**src/rtl/load_store_unit.sv**
```systemverilog
// load_store_unit: single-outstanding RV32I load/store unit between the
// execute stage and a valid/ready memory port. Builds word-aligned requests
// with byte enables and lane-replicated store data, aligns and extends load
// data, and pulses done/wb_valid for one cycle when an op completes.
// Optional feature macro: LSU_MISALIGN_TRAP_EN. When defined, misaligned
// H/W accesses complete immediately with misalign=1 and never reach memory.
// XLEN is fixed at 32 by the RV32I lane arithmetic below.
module load_store_unit #(
    parameter int XLEN = 32
) (
    input  logic            clk,
    input  logic            rst_n,
    input  logic            req_valid,
    output logic            req_ready,
    input  logic            req_is_store,
    input  logic [2:0]      req_funct3,
    input  logic [XLEN-1:0] req_addr,
    input  logic [XLEN-1:0] req_wdata,
    input  logic [4:0]      req_rd,
    output logic            mem_valid,
    input  logic            mem_ready,
    output logic            mem_we,
    output logic [XLEN-1:0] mem_addr,
    output logic [3:0]      mem_be,
    output logic [XLEN-1:0] mem_wdata,
    input  logic            mem_rvalid,
    input  logic [XLEN-1:0] mem_rdata,
    output logic            done,
    output logic            wb_valid,
    output logic [4:0]      wb_rd,
    output logic [XLEN-1:0] wb_data,
    output logic            misalign
);

    typedef enum logic [1:0] {
        IDLE = 2'd0,
        REQ  = 2'd1,
        WAIT = 2'd2,
        RESP = 2'd3
    } state_t;

    state_t          state_q, state_d;
    logic            is_store_q, is_store_d;
    logic [2:0]      funct3_q, funct3_d;
    logic [1:0]      offs_q, offs_d;
    logic [4:0]      rd_q, rd_d;
    logic            mem_we_q, mem_we_d;
    logic [XLEN-1:0] mem_addr_q, mem_addr_d;
    logic [3:0]      mem_be_q, mem_be_d;
    logic [XLEN-1:0] mem_wdata_q, mem_wdata_d;
    logic [XLEN-1:0] wb_data_q, wb_data_d;
    logic [4:0]      wb_rd_q, wb_rd_d;
    logic            misalign_q, misalign_d;

    logic [3:0]      st_be;
    logic [XLEN-1:0] st_wdata;
    logic            trap;
    logic [7:0]      ld_byte;
    logic [15:0]     ld_half;
    logic [XLEN-1:0] ld_data;

    // Store lane decode from the incoming request; funct3[2] plays no part.
    always_comb begin
        st_be    = 4'b1111;
        st_wdata = req_wdata;
        case (req_funct3[1:0])
            2'b00: begin
                st_be    = 4'b0001 << req_addr[1:0];
                st_wdata = {4{req_wdata[7:0]}};
            end
            2'b01: begin
                st_be    = req_addr[1] ? 4'b1100 : 4'b0011;
                st_wdata = {2{req_wdata[15:0]}};
            end
            default: begin
                st_be    = 4'b1111;
                st_wdata = req_wdata;
            end
        endcase
    end

`ifdef LSU_MISALIGN_TRAP_EN
    // Misalignment check at accept: halfwords need addr[0]=0, words addr[1:0]=0.
    always_comb begin
        trap = 1'b0;
        case (req_funct3[1:0])
            2'b00:   trap = 1'b0;
            2'b01:   trap = req_addr[0];
            default: trap = |req_addr[1:0];
        endcase
    end
`else
    // Misaligned low bits are simply dropped; every access goes to memory.
    assign trap = 1'b0;
`endif

    // Load alignment and sign/zero extension of the returned word.
    always_comb begin
        ld_byte = mem_rdata[{offs_q, 3'b000} +: 8];
        ld_half = mem_rdata[{offs_q[1], 4'b0000} +: 16];
        case (funct3_q[1:0])
            2'b00:   ld_data = {{(XLEN-8){~funct3_q[2] & ld_byte[7]}}, ld_byte};
            2'b01:   ld_data = {{(XLEN-16){~funct3_q[2] & ld_half[15]}}, ld_half};
            default: ld_data = mem_rdata;
        endcase
    end

    // Next-state logic: accept, hold the request until mem_ready, wait for
    // read data on loads, then a single response cycle.
    always_comb begin
        state_d     = state_q;
        is_store_d  = is_store_q;
        funct3_d    = funct3_q;
        offs_d      = offs_q;
        rd_d        = rd_q;
        mem_we_d    = mem_we_q;
        mem_addr_d  = mem_addr_q;
        mem_be_d    = mem_be_q;
        mem_wdata_d = mem_wdata_q;
        wb_data_d   = wb_data_q;
        wb_rd_d     = wb_rd_q;
        misalign_d  = misalign_q;
        case (state_q)
            IDLE: begin
                if (req_valid) begin
                    is_store_d  = req_is_store;
                    funct3_d    = req_funct3;
                    offs_d      = req_addr[1:0];
                    rd_d        = req_rd;
                    mem_we_d    = req_is_store;
                    mem_addr_d  = {req_addr[XLEN-1:2], 2'b00};
                    mem_be_d    = req_is_store ? st_be : 4'b1111;
                    mem_wdata_d = req_is_store ? st_wdata : '0;
                    state_d     = trap ? RESP : REQ;
                end
            end
            REQ: begin
                if (mem_ready) begin
                    state_d = is_store_q ? RESP : WAIT;
                end
            end
            WAIT: begin
                if (mem_rvalid) begin
                    wb_data_d = ld_data;
                    state_d   = RESP;
                end
            end
            RESP: begin
                state_d = IDLE;
            end
            default: begin
                state_d = IDLE;
            end
        endcase
        // The visible completion fields only change on entry to RESP.
        if (state_d == RESP && state_q != RESP) begin
            wb_rd_d    = (state_q == IDLE) ? req_rd : rd_q;
            misalign_d = (state_q == IDLE) ? trap : 1'b0;
        end
    end

    // State and datapath registers; reset abandons any op in flight.
    always_ff @(posedge clk or negedge rst_n) begin
        if (!rst_n) begin
            state_q     <= IDLE;
            is_store_q  <= 1'b0;
            funct3_q    <= 3'b000;
            offs_q      <= 2'b00;
            rd_q        <= 5'd0;
            mem_we_q    <= 1'b0;
            mem_addr_q  <= '0;
            mem_be_q    <= 4'b0000;
            mem_wdata_q <= '0;
            wb_data_q   <= '0;
            wb_rd_q     <= 5'd0;
            misalign_q  <= 1'b0;
        end else begin
            state_q     <= state_d;
            is_store_q  <= is_store_d;
            funct3_q    <= funct3_d;
            offs_q      <= offs_d;
            rd_q        <= rd_d;
            mem_we_q    <= mem_we_d;
            mem_addr_q  <= mem_addr_d;
            mem_be_q    <= mem_be_d;
            mem_wdata_q <= mem_wdata_d;
            wb_data_q   <= wb_data_d;
            wb_rd_q     <= wb_rd_d;
            misalign_q  <= misalign_d;
        end
    end

    assign req_ready = (state_q == IDLE);
    assign mem_valid = (state_q == REQ);
    assign done      = (state_q == RESP);
    assign wb_valid  = (state_q == RESP) & ~is_store_q & (|rd_q) & ~misalign_q;
    assign mem_we    = mem_we_q;
    assign mem_addr  = mem_addr_q;
    assign mem_be    = mem_be_q;
    assign mem_wdata = mem_wdata_q;
    assign wb_rd     = wb_rd_q;
    assign wb_data   = wb_data_q;
    assign misalign  = misalign_q;

endmodule

```
**config.mk**
```make
export PLATFORM = sky130hd
export DESIGN_NAME = load_store_unit
export DESIGN_NICKNAME = d
export VERILOG_FILES = /design/src/rtl/load_store_unit.sv
export SDC_FILE = /design/constraint.sdc
export NUM_CORES = 1
export LEC_CHECK = 0
export ABC_AREA = 1
export CORE_MARGIN = 5
export CORE_UTILIZATION = 34
export DETAILED_ROUTE_END_ITERATION = 10
export GPL_ROUTABILITY_DRIVEN = 0
export GPL_TIMING_DRIVEN = 0
export PLACE_DENSITY = 0.62
export SLEW_MARGIN = 30
export SYNTH_ARGS = -nofsm -noshare
export SYNTH_HDL_FRONTEND = slang
export SYNTH_SLANG_ARGS = --single-unit
```
**constraint.sdc**
```tcl
create_clock -name clk -period 2.3 [get_ports clk]
set_clock_uncertainty 0.2 [all_clocks]
set_input_delay 0.69 -clock clk [delete_from_list [all_inputs] [get_ports clk]]
set_output_delay 0.69 -clock clk [all_outputs]
set_load 0.005 [all_outputs]
```
==> results of run 1 <==
==> power by group <==
group	switching, mW	internal, mW
logic	2.50	2.72
clock network	0.945	2.01
registers	0.550	3.02
==> logic make-up after synthesis <==
family	after synthesis
AOI/OAI and AO/OA	158
buffers and inverters	96
DFF	116
muxes	1
other	1
and+or+nand+nor	306
==> layout make-up <==
class / instances / area (um2) / share of cell area [%]
Timing Repair Buffer: 226 / 2260 / 26.1
Clock buffer: 23 / 478 / 5.53
Multi-Input combinational cell: 468 / 2140 / 24.8
Tap cell: 216 / 270 / 3.13
Inverter: 57 / 221 / 2.56
Buffer: 38 / 196 / 2.27
Sequential cell: 116 / 2900 / 33.6
Clock inverter: 9 / 174 / 2.01
==> flip-flops by register name, summed over array words and instances, names as in the netlist <==
name / flops
wb_data: 32
rd_q: 5
wb_rd: 5
mem_we: 1
funct3_q: 3
offs_q: 2
mem_wdata: 32
mem_addr: 30
mem_be: 4
state_q: 2
==> worst paths after layout <==
path	slack, ps	to	from
worst min-delay path	8	wb_data[25]$_DFFE_PN0P_	rst_n
worst max register to register	250	mem_addr[7]$_DFFE_PN0P_	state_q[1]$_DFF_PN0_
max in group asynchronous	1220	mem_addr[26]$_DFFE_PN0P_	rst_n
worst min register to register	270	mem_addr[27]$_DFFE_PN0P_	mem_addr[27]$_DFFE_PN0P_
worst max-delay path	50	mem_addr[31]	mem_addr[31]$_DFFE_PN0P_
min in group clk	270	mem_addr[27]$_DFFE_PN0P_	mem_addr[27]$_DFFE_PN0P_
==> per-stage QoR <==
stage               total power [mW]  hold WS, ps
floorplan                       5.87          194
global placement                8.68          262
detailed placement              8.73          264
CTS                             11.9         7.96
global route                    12.6         31.3
finish                          11.7         8.00
==> metal layers <==
metal  GRT usage (%)  up-vias
li1                -     2652
met1            26.5     2483
met2            32.0      213
met3            8.27       22
met4            6.61        0
met5               0        -
==> placed cells by master, fill, tap and decap left out, types with 2 or more instances in the layout <==
cell type / Yosys / routed
nand3_2: 2 / 2
a21oi_1: 59 / 59
o21ai_1: 8 / 8
clkinv_1: 2 / 2
clkinv_4: 1 / 2
nand2_1: 235 / 235
a21oi_2: 10 / 10
nor3_1: 9 / 8
buf_6: 2 / 2
clkbuf_16: 0 / 17
inv_2: 4 / 5
buf_4: 5 / 14
clkinv_2: 0 / 3
nand3_1: 11 / 11
nand2_2: 4 / 4
inv_1: 49 / 48
nor2_1: 25 / 24
clkbuf_8: 0 / 3
bufinv_16: 0 / 5
clkbuf_1: 15 / 18
dfrtp_1: 116 / 116
dlygate4sd2_1: 0 / 2
clkdlybuf4s50_1: 0 / 211
conb_1: 1 / 3
or2_1: 10 / 10
o21ai_0: 80 / 80
buf_2: 17 / 16
or2_2: 6 / 6
==> what timing repair did <==
item / in CTS / in global routing
pin swaps: 3 / 1
buffers inserted: 9 / 0
gates resized for setup: 13 / 1
setup endpoints to repair: 4 / 2
==> flow_summary.json, run 1 <==
{
  "drive_above_1_share_pct": 10.7,
  "start_util_pct": 34.4,
  "hold_class": "input port to async pin",
  "synth_area_leader_cell": "dfrtp_1",
  "synthXorXnorAreaFrac_pct": 0,
  "drc": 0,
  "wl_mm": 18.9,
  "synth_compound_area_share_pct": 15.3,
  "routed.top_layer": "met4",
  "ctsHoldBuffers": 0,
  "critPathRequiredTime_ps": 1410,
  "met1_length_mm": 8.09,
  "syn_inst": 678,
  "hold_viol_final": 0,
  "yosysWarnings": 0,
  "antenna_found_initial": 0,
  "yosys-mux-area-fraction_pct": 0.184,
  "path_delay_family": "buffers and inverters",
  "crit_chain": "clkdlybuf4s50_1",
  "port_buffers": 216,
  "drt_iter0_drc": 321,
  "root_buffer": "clkbuf_16",
  "post_dp_cell_area_um2": 7920,
  "powerDensity_nw_per_um2": 1360,
  "final.setup.tns_ps": 0,
  "place_ws_ps": -174,
  "clock_latency_ps": 410,
  "synth_top_family_by_area": "simple AND/OR/NAND/NOR gates",
  "cpMaxStageDelayCell": "clkdlybuf4s50_1",
  "synth_area_per_cell_um2": 8.04,
  "worst-path-buf-inv": 1,
  "status": "complete, no violations",
  "cts_tree": "yes",
  "period_share_pct": 97.6,
  "synth-async-reset-ratio_pct": 100,
  "worstPathArrival_ps": 1360,
  "placedCellCount": 1113,
  "ys_seq_area_share_pct": 53.3,
  "cts_buffers": 17,
  "synth_top_area_share_pct": 53.3,
  "die-area_um2": 18700,
  "r2r_cells": 8,
  "leakagePower_nw": 4.09,
  "vias_per_cell": 4.66,
  "critical_path_class": "flop to output port",
  "firstDrtPassIters": 5,
  "met2_length_mm": 8.62,
  "tightest_slew_ps": 595,
  "max_freq_ghz": 0.445,
  "ys_types": 29,
  "path_max_fanout": 2,
  "fin_ws_ps": 54.5,
  "crit_path_end_kind": "output port",
  "synth_area_leaders": "dfrtp_1, nand2_1, o21ai_0, a21oi_1, inv_1",
  "maxCapViolCount": 0,
  "max_slew_margin_pct": 60.3,
  "yosysMostFrequentCell": "nand2_1",
  "synth_fa_ha_area_share_pct": 0,
  "grt_max_degree": 63,
  "fillCellCount": 1496,
  "row_count": 46,
  "fin_nets": 1034,
  "clk_pin_slew_ps": 60,
  "start_kind": "flop",
  "cts_buffer_depth": 2,
  "cts_sinks": 116,
  "crit_cells": 1,
  "grt_overflow_total": 0,
  "synth_edf_count": 0,
  "peakVddDrop_mv": 0.679,
  "syn2layout_area_growth_pct": 58.6,
  "grt_usage_pct": 20.6,
  "ys_top_cells_by_count": "nand2_1, dfrtp_1, o21ai_0",
  "crit_path_max_incr_delay_ps": 590,
  "setup_viol": 0,
  "htree_num_levels": 4,
  "die_w_um": 137,
  "syn_area_um2": 5450,
  "grt_pass1_vias": 5371,
  "final_util_pct": 54.6,
  "ys.flop_type": "dfrtp_1",
  "io_pins": 221,
  "slew_viol_final": 0,
  "die_y_um": 137,
  "final_cells": 1153,
  "diodes": 0,
  "wl_per_cell_um": 16.4,
  "fin_crit_ps": 2250,
  "stdcell_area_um2": 8640,
  "synth_seq_cells": 116,
  "ant_nets": 0,
  "vias": 5370,
  "core_area_um2": 15800,
  "grt_pass1_wl_mm": 29.3,
  "dp_hpwl_mm": 14.1,
  "met3_length_mm": 1.94,
  "synthSimpleGateAreaFrac_pct": 23.5,
  "rsz0062_at_grt": "no"
}
Power figures use the tool's default switching activity.
==> run 2, diff against run 1 <==
--- a/config.mk
+++ b/config.mk
@@ -9,7 +9,7 @@
 export CORE_MARGIN = 5
 export CORE_UTILIZATION = 34
 export DETAILED_ROUTE_END_ITERATION = 10
-export GPL_ROUTABILITY_DRIVEN = 0
+export GPL_ROUTABILITY_DRIVEN = 1
 export GPL_TIMING_DRIVEN = 0
 export PLACE_DENSITY = 0.62
 export SLEW_MARGIN = 30
==> results of run 2 <==
The final DEF is identical to that of run 1; final timing and power are the same.
==> run 3, diff against run 2 <==
--- a/config.mk
+++ b/config.mk
@@ -5,13 +5,14 @@
 export SDC_FILE = /design/constraint.sdc
 export NUM_CORES = 1
 export LEC_CHECK = 0
-export ABC_AREA = 1
 export CORE_MARGIN = 5
 export CORE_UTILIZATION = 34
+export CTS_CLUSTER_DIAMETER = 120
 export DETAILED_ROUTE_END_ITERATION = 10
+export DONT_BUFFER_PORTS = 1
 export GPL_ROUTABILITY_DRIVEN = 1
 export GPL_TIMING_DRIVEN = 0
-export PLACE_DENSITY = 0.62
+export PLACE_DENSITY = 0.44
 export SLEW_MARGIN = 30
 export SYNTH_ARGS = -nofsm -noshare
 export SYNTH_HDL_FRONTEND = slang
==> run 3 against run 2 <==
The run now ends with hold timing, setup timing left; non-clock buffer count down 217; critical path depth rose by 2; final cell count is 27% lower; combinational power fell by 53%; count of clock-buffer cells in the layout fell by 1; die area stayed put; via count down 20%; synthesized area unchanged; utilization decreased by 14 points; register-to-register slack worse by 70 ps; first-iteration DRC count shrank 54%; largest cell class unchanged.
==> flow_summary.json, run 3 <==
{
  "fin_ws_ps": -73.0,
  "firstDrtPassIters": 4,
  "fin_total_pwr_mw": 9.10,
  "htree_num_levels": 4,
  "ant_nets": 0,
  "cts_buffer_depth": 2,
  "setup_viol": 1,
  "fin_crit_ps": 2370,
  "max_slew_margin_pct": 59.1,
  "status": "finished with violations",
  "rsz0062_at_grt": "yes",
  "hold_class": "input port to async pin",
  "placedCellCount": 805,
  "wl_per_cell_um": 19.7,
  "powerDensity_nw_per_um2": 1420,
  "synth_area_per_cell_um2": 9.28,
  "yosysMostFrequentCell": "nand2_1",
  "core_area_um2": 15800,
  "wl_mm": 16.5,
  "die_w_um": 137,
  "peakVddDrop_mv": 0.497,
  "drt_iter0_drc": 149,
  "synth_top_area_share_pct": 53.3,
  "synth_area_leaders": "dfrtp_1, nand2_1, mux2i_1, nand3_1, o21ai_0",
  "final_common_cell": "nand2_1",
  "crit_path_end_kind": "output port",
  "grt_pass1_wl_mm": 25.3,
  "syn2layout_area_growth_pct": 17.5,
  "antenna_found_initial": 0,
  "final_cells": 838,
  "grt_overflow_total": 0,
  "yosys-mux-area-fraction_pct": 5.92,
  "leakagePower_nw": 3.06,
  "final_cell_mix": "nand2_1, dfrtp_1, nand3_1, clkbuf_1, o21ai_0",
  "synth_area_leader_cell": "dfrtp_1",
  "yosysWarnings": 0,
  "slew_viol_final": 0,
  "cts_buffers": 17,
  "io_pins": 221,
  "ys_top_cells_by_count": "nand2_1, dfrtp_1, nand3_1",
  "die-area_um2": 18700,
  "synth_compound_area_share_pct": 10.5,
  "worstPathArrival_ps": 1480,
  "cts_sinks": 116,
  "synth-async-reset-ratio_pct": 100,
  "vias": 4281,
  "path_max_fanout": 2,
  "post_dp_cell_area_um2": 5730,
  "dp_hpwl_mm": 12.4,
  "hold_viol_final": 116,
  "cts_tree": "yes",
  "grt_pass1_vias": 4391,
  "synthXorXnorAreaFrac_pct": 0,
  "ys.flop_type": "dfrtp_1",
  "synth_top_family_by_area": "simple AND/OR/NAND/NOR gates",
  "critical_path_class": "flop to output port",
  "drive_above_1_share_pct": 11.6,
  "maxCapViolCount": 0,
  "synth_edf_count": 0,
  "gp_congestion": 0.758,
  "clk_pin_slew_ps": 50,
  "row_count": 46,
  "die_y_um": 137,
  "clock_latency_ps": 400,
  "vias_per_cell": 5.11,
  "root_buffer": "clkbuf_16",
  "fillCellCount": 1585,
  "syn_inst": 587,
  "start_kind": "flop",
  "period_share_pct": 103,
  "hold_ws_ps": -221,
  "violations": "hold timing, setup timing",
  "tightest_slew_ps": 610,
  "grt_usage_pct": 17.7,
  "synth_fa_ha_area_share_pct": 0,
  "port_buffers": 0,
  "max_freq_ghz": 0.421,
  "synth_seq_cells": 116,
  "stdcell_area_um2": 6400,
  "diodes": 0,
  "syn_area_um2": 5450,
  "drc": 0,
  "fin_nets": 720,
  "synthSimpleGateAreaFrac_pct": 26.1,
  "place_ws_ps": -123,
  "grt_max_degree": 117,
  "ys_types": 39,
  "ys_seq_area_share_pct": 53.3,
  "critPathRequiredTime_ps": 1410,
  "start_util_pct": 34.4
}
## run 3: cell count changes after synthesis, sizes merged, moves of 14 or more
| cell | change |
|---|---|
| o21ai | -60 |
| a21oi | -57 |
| nand2 | -51 |
| inv | -48 |
| nand3 | +28 |
| mux2i | +20 |
| nor2b | +19 |
| o31ai | +16 |
| or2 | -16 |
| clkbuf | +14 |
## run 3: cell type report
type	instances	area [um2]	share of cell area, %
tap	216	270	4.22
timing repair buffer	2	15.0	0.235
buffer	45	205	3.21
clock buffer	22	484	7.56
sequential	116	2900	45.3
inverter	6	22.5	0.352
multi-input combinational	422	2350	36.7
clock inverter	9	150	2.35
## run 3: through the flow
step / util, % / setup TNS (ps) / hold slack [ps]
CTS: 40.4 / -130 / -245
floorplan: - / 0 / 194
global route: 40.5 / -126 / -248
global placement: 36.2 / -1840 / 198
finish: 40.5 / -73.0 / -221
detailed placement: 36.2 / -2960 / 198
## run 3: kinds of logic after synthesis
logic type / count (synthesis)
flops: 116
mux: 30
other cells: 1
simple gates: 306
compound gates: 83
buf+inv: 51
## run 3: final timing paths
path	from	to	slack [ps]	depth (start not counted)
max	rd_q[2]$_DFFE_PN0P_	wb_valid	-70	3
min	rst_n	wb_rd[4]$_DFFE_PN0P_	-220	0
max reg2reg	offs_q[1]$_DFFE_PN0P_	wb_data[22]$_DFFE_PN0P_	180	6
min reg2reg	wb_rd[3]$_DFFE_PN0P_	wb_rd[3]$_DFFE_PN0P_	310	2
max in group asynchronous	rst_n	wb_data[11]$_DFFE_PN0P_	1900	0
min in group clk	req_addr[30]	mem_addr[30]$_DFFE_PN0P_	180	2
## run 3: critical path: stages (launching register included)
cell	delay (ps)
dfrtp_1	370
or4_4	550
nor2_4	100
nor3b_2	50
## run 3: where the power goes
part / leakage [nW] / internal (mW) / switching (mW)
clock: 0.308 / 1.92 / 0.917
sequential: 1.46 / 2.98 / 0.851
combinational: 1.29 / 0.986 / 1.45
## run 3: repair_timing
action,CTS,global route
setup endpoints to repair,41,39
endpoints found under the hold margin,116,116
setup buffers,2,0
resized for setup,5,5
pin swaps,1,1
cloned,0,0
## run 3: routing by layer
layer	share of wire (%)	vias to the layer above	track usage (%)
li1	-	2025	-
met1	40	2052	21.7
met2	46	177	27.3
met3	11	27	7.90
met4	2.8	0	6.77
met5	0	-	0
